<file path="config.mk">
export PLATFORM = sky130hd
export DESIGN_NAME = jk_cmd_seq
export DESIGN_NICKNAME = d
export VERILOG_FILES = /design/src/rtl/jk_cmd_seq.sv
export SDC_FILE = /design/constraint.sdc
export NUM_CORES = 1
export LEC_CHECK = 0
export CAP_MARGIN = 15
export CORE_MARGIN = 3
export CORE_UTILIZATION = 55
export DETAILED_ROUTE_END_ITERATION = 10
export MAX_ROUTING_LAYER = met4
export PLACE_DENSITY = 0.78
export SYNTH_ARGS = -nofsm -noshare
export SYNTH_HDL_FRONTEND = slang
export SYNTH_SLANG_ARGS = --single-unit
</file>
<file path="constraint.sdc">
create_clock -name clk -period 2.93 [get_ports clk]
set_input_delay 0.586 -clock clk [delete_from_list [all_inputs] [get_ports clk]]
set_output_delay 0.586 -clock clk [all_outputs]
set_load 0.05 [all_outputs]
</file>
<file path="src/rtl/jk_cmd_seq.sv">
// Queued J/K command sequencer for a downstream JK flip-flop; optional Q checker under JK_SEQ_CHECK_EN.
// Latency: 1 cycle from accepting edge to first J/K cycle; consecutive commands play out gapless.
// Backpressure: cmd_ready drops when the DEPTH-entry command FIFO is full (registered count only).
module jk_cmd_seq #(
  parameter int DEPTH = 4,
  parameter int CNT_W = 4
) (
  input  logic             clk,
  input  logic             rst,
  input  logic             cmd_valid,
  output logic             cmd_ready,
  input  logic [1:0]       cmd_op,
  input  logic [CNT_W-1:0] cmd_len,
  output logic             j,
  output logic             k,
  output logic             busy,
  output logic             cmd_done,
  input  logic             q_in,
  output logic             mismatch
);

  localparam int AW = $clog2(DEPTH);
  localparam int EW = 2 + CNT_W;
  localparam logic [AW:0] FULL_CNT = (AW+1)'(DEPTH);

  typedef enum logic {IDLE, ISSUE} state_t;

  state_t           state_q, state_d;
  logic [EW-1:0]    mem_q [DEPTH];
  logic [EW-1:0]    mem_d [DEPTH];
  logic [AW-1:0]    wr_ptr_q, wr_ptr_d, rd_ptr_q, rd_ptr_d;
  logic [AW:0]      count_q, count_d;
  logic [CNT_W-1:0] rem_q, rem_d;
  logic             j_q, j_d, k_q, k_d;
  logic             push, pop, empty;
  logic [EW-1:0]    head;

  assign cmd_ready = (count_q < FULL_CNT);
  assign empty     = (count_q == '0);
  assign push      = rst & cmd_valid & cmd_ready;
  assign head      = mem_q[rd_ptr_q];
  assign j         = j_q;
  assign k         = k_q;
  assign busy      = (state_q == ISSUE) || !empty;

  always_comb begin
    state_d  = state_q;
    rem_d    = rem_q;
    j_d      = j_q;
    k_d      = k_q;
    pop      = 1'b0;
    cmd_done = 1'b0;
    case (state_q)
      IDLE: begin
        j_d = 1'b0;
        k_d = 1'b0;
        if (!empty) pop = 1'b1;
      end
      ISSUE: begin
        if (rem_q != '0) begin
          rem_d = rem_q - CNT_W'(1);
        end else begin
          cmd_done = 1'b1;
          if (!empty) begin
            pop = 1'b1;
          end else begin
            state_d = IDLE;
            j_d     = 1'b0;
            k_d     = 1'b0;
          end
        end
      end
      default: state_d = IDLE;
    endcase
    // Loading on the same edge as the pop keeps back-to-back commands bubble-free.
    if (pop) begin
      state_d = ISSUE;
      rem_d   = head[CNT_W-1:0];
      j_d     = head[CNT_W+1];
      k_d     = head[CNT_W];
    end
  end

  always_comb begin
    mem_d    = mem_q;
    wr_ptr_d = wr_ptr_q;
    rd_ptr_d = rd_ptr_q;
    count_d  = count_q;
    if (push) begin
      mem_d[wr_ptr_q] = {cmd_op, cmd_len};
      wr_ptr_d        = wr_ptr_q + AW'(1);
    end
    if (pop) rd_ptr_d = rd_ptr_q + AW'(1);
    case ({push, pop})
      2'b10:   count_d = count_q + (AW+1)'(1);
      2'b01:   count_d = count_q - (AW+1)'(1);
      default: count_d = count_q;
    endcase
  end

  always_ff @(posedge clk) begin
    if (!rst) begin
      state_q  <= IDLE;
      wr_ptr_q <= '0;
      rd_ptr_q <= '0;
      count_q  <= '0;
      rem_q    <= '0;
      j_q      <= 1'b0;
      k_q      <= 1'b0;
    end else begin
      state_q  <= state_d;
      wr_ptr_q <= wr_ptr_d;
      rd_ptr_q <= rd_ptr_d;
      count_q  <= count_d;
      rem_q    <= rem_d;
      j_q      <= j_d;
      k_q      <= k_d;
    end
  end

  // Payload storage needs no reset: count gates every read.
  always_ff @(posedge clk) begin
    mem_q <= mem_d;
  end

`ifdef JK_SEQ_CHECK_EN
  logic q_exp_q, q_exp_d, mismatch_q, mismatch_d;

  always_comb begin
    q_exp_d    = (j_q & ~q_exp_q) | (~k_q & q_exp_q);
    mismatch_d = mismatch_q | (q_in != q_exp_q);
  end

  always_ff @(posedge clk) begin
    if (!rst) begin
      q_exp_q    <= 1'b0;
      mismatch_q <= 1'b0;
    end else begin
      q_exp_q    <= q_exp_d;
      mismatch_q <= mismatch_d;
    end
  end

  assign mismatch = mismatch_q;
`else
  logic unused_q_in;
  assign unused_q_in = q_in;
  assign mismatch    = 1'b0;
`endif

endmodule

</file>
==> out/results.tsv <==
metric	value	unit
status	finished clean	
Switching Power	722.9	µW
post-synth cell types	37	
async set or reset register ratio after synthesis	0	
CTS max path bufs	2	
Worst path slowest cell	or3b_4	
nets	158	
Leakage	0.0006628	µW
most frequent cells in the layout	24 x edfxtp_1, 14 x dfxtp_1, 13 x clkdlybuf4s50_1	
port bufs	13	
Die Wd	61.30	µm
wire length per cell	15.88	µm
# diodes	0	
Clock transition at path regs	0.11	ns
most common cell after layout, fill and taps aside	edfxtp_1	
CTS buffer count	5	
relative max-transition margin	0.6670	
row cnt	19	
final setup TNS	0	ns
CTS sink cnt	38	
Final Max Tran Viols	0	
register area share after synthesis	0.5952	
power share of the combinational group	0.445	
depth of the CTS H-tree	2	
layout cells sized above 1	0.1348	
top cell type's share of synthesized area	0.4286	
initial antenna violation count	0	
Setup violations, final	0	
Final Cell Area	1879	µm²
multi-input combinational cell area	610.6	µm²
area growth from synthesis to layout	11.76	%
Max Clk Rate	377.0	MHz
DR vias	1005	
register area	1001	µm²
Synth area leader	edfxtp_1	
CTS root buf	clkbuf_4	
RSZ-0062 raised after global routing	false	
drt initial violations	67	
CP Launch Type	register	
GRT Resource Usage Total	0.1804	
post-layout util	0.6643	
largest net degree at the start of global routing	15	
Power Dens Cells	984.0	nW/µm²
Initial Util	0.5944	
endpoints failing hold	0	
CTS tree	yes	
antenna viol nets, final	0	
Die ar.	3757	µm²
Post-synth EDFFs	24	
pre-CTS WS	0.2113	ns
placed cell area	1829	µm²
post-detail-place hpwl	2018	µm
Post-CTS Resized	0	
Max Cap Violations	0	
vias in the first global route	961	
worst-path cell chain	inv_1 -> ha_1 -> or3b_4 -> a21oi_4 -> ha_1 -> inv_1 -> fa_1 -> xor2_1 -> or3_1 -> a21oi_1	
number of synthesized register bits	38	
Worst EP required	3.19	ns
Placed Cells	164	
Die H	61.30	µm
Worst-Margin Slew	0.4980	ns
drt pass-1 iters	4	
Setup WS post-layout	0.2778	ns
Vias/cell	5.843	
Tcrit/Tclk final	0.9052	
Post-Syn Area	1682	µm²
Max VDD drop	458.6	µV
WP buf/inv	2	
syn nets	142	
CTS Hold Bufs	0	
Clk network pwr share	0.131	
endpoint class of the critical path	register	
CP peak stage delay	0.42	ns
fill count	213	
non-filler instance count after layout	172	
Max FO, Critical Path	7	
crit-path leading delay family	adder cells	
Max Clock Skew	0.008185	ns
gp weighted congestion	0.7527	
remaining routing DRC violations	0	
core area	2829	µm²
Ports	16	
Internal	1126	µW
YS warnings	0	
Synth area leaders	edfxtp_1 43%, dfxtp_1 17%, mux4_2 8.0%, ha_1 5.2%, inv_1 2.5%	
Sw Share	0.3910	
part of the power in registers	0.424	
Overflow after GRT	0	
total routed wirelength	2731	µm
Worst EP arrival	2.92	ns
first-pass GRT wire length	4567	µm
syn avg cell area	13.56	µm²
post-CTS repair timing setup buffer count	0	
minimum clock period	2.652	ns
HP Class	reg2reg	
Post-Syn Instances	124	
WS Path Type	reg2reg	
Top FF cell, synth	edfxtp_1	
Clock Latency Late Sink	0.32	ns
-- power by group through the flow --
stage	clock, µW	sequential [µW]	combinational, µW
after global placement	0	790	786
after global routing	279	803	902
after CTS	250	785	830
after floorplan	0	753	682
final	242	785	823
after detailed placement	0	798	826
-- path summary, 6_finish.rpt --
path	slack, ns	cells past startpoint	start	endpoint
hold / removal	0.53	2	rem_q[0]	rem_q[0]
setup reg to reg	0.28	10	rem_q[0]	count_q[2]
hold reg to reg	0.53	2	rem_q[0]	rem_q[0]
setup / recovery	0.28	10	rem_q[0]	count_q[2]
-- routing by layer --
metal  vias up  track usage  share of wire
li1        484            -              -
met3         2      0.06289          0.049
met4         0      0.04644         0.0055
met2        28       0.3006           0.53
met5         -            -              0
met1       491       0.2081           0.42
-- cell families (layout without fill, tap and decap cells) --
| kind of cell | Yosys count | in the layout | share of synthesized area |
|---|---|---|---|
| other | 1 | 1 | 0.002230 |
| adder cells (fa/ha/maj) | 8 | 8 | 0.06399 |
| flip-flops | 38 | 38 | 0.5952 |
| buffers and inverters | 16 | 33 | 0.04166 |
| multiplexers | 6 | 6 | 0.08036 |
| AND/OR/NAND/NOR | 36 | 36 | 0.1265 |
| AO/OA/AOI/OAI | 14 | 14 | 0.06399 |
| XOR/XNOR | 5 | 5 | 0.02605 |
-- sequential cells by signal (all words and copies together), names as in the netlist --
register  cells
mem_q        24
state_q       1
wr_ptr_q      2
count_q       3
rem_q         4
j             1
k             1
rd_ptr_q      2
-- worst min-delay path, stage by stage (launching register included) --
cell and delay, ns:
dfxtp_1 0.34, nand3_1 0.08, a31oi_1 0.07
-- layout make-up --
class / instances / area share
timing repair buffer: 14 / 0.07324
clock inverter: 2 / 0.004660
tap: 31 / 0.02064
sequential: 38 / 0.5326
multi-input combinational: 70 / 0.3249
inverter: 11 / 0.02197
clock buffer: 6 / 0.02197
-- cells in the mapped netlist, types with 2 or more instances --
cell type / count
edfxtp_1: 24
dfxtp_1: 14
inv_1: 11
nor2_1: 8
ha_1: 7
mux4_2: 6
nand2_1: 5
a21oi_1: 4
and3_1: 4
nand2b_1: 4
nand4_1: 3
xnor2_1: 3
a22oi_1: 2
a31oi_1: 2
buf_4: 2
nand3_1: 2
or3_1: 2
xor2_1: 2
-- stage by stage --
| step | power [µW] | hold WS [ns] |
|---|---|---|
| 6_report | 1849 | 0.5279 |
| 5_1_grt | 1983 | 0.5470 |
| 4_1_cts | 1865 | 0.5197 |
| 3_5_place_dp | 1624 | 0.5064 |
| 3_3_place_gp | 1576 | 0.4936 |
| 2_1_floorplan | 1434 | 0.4717 |
Note: power is estimated with default switching activity, not from simulation.
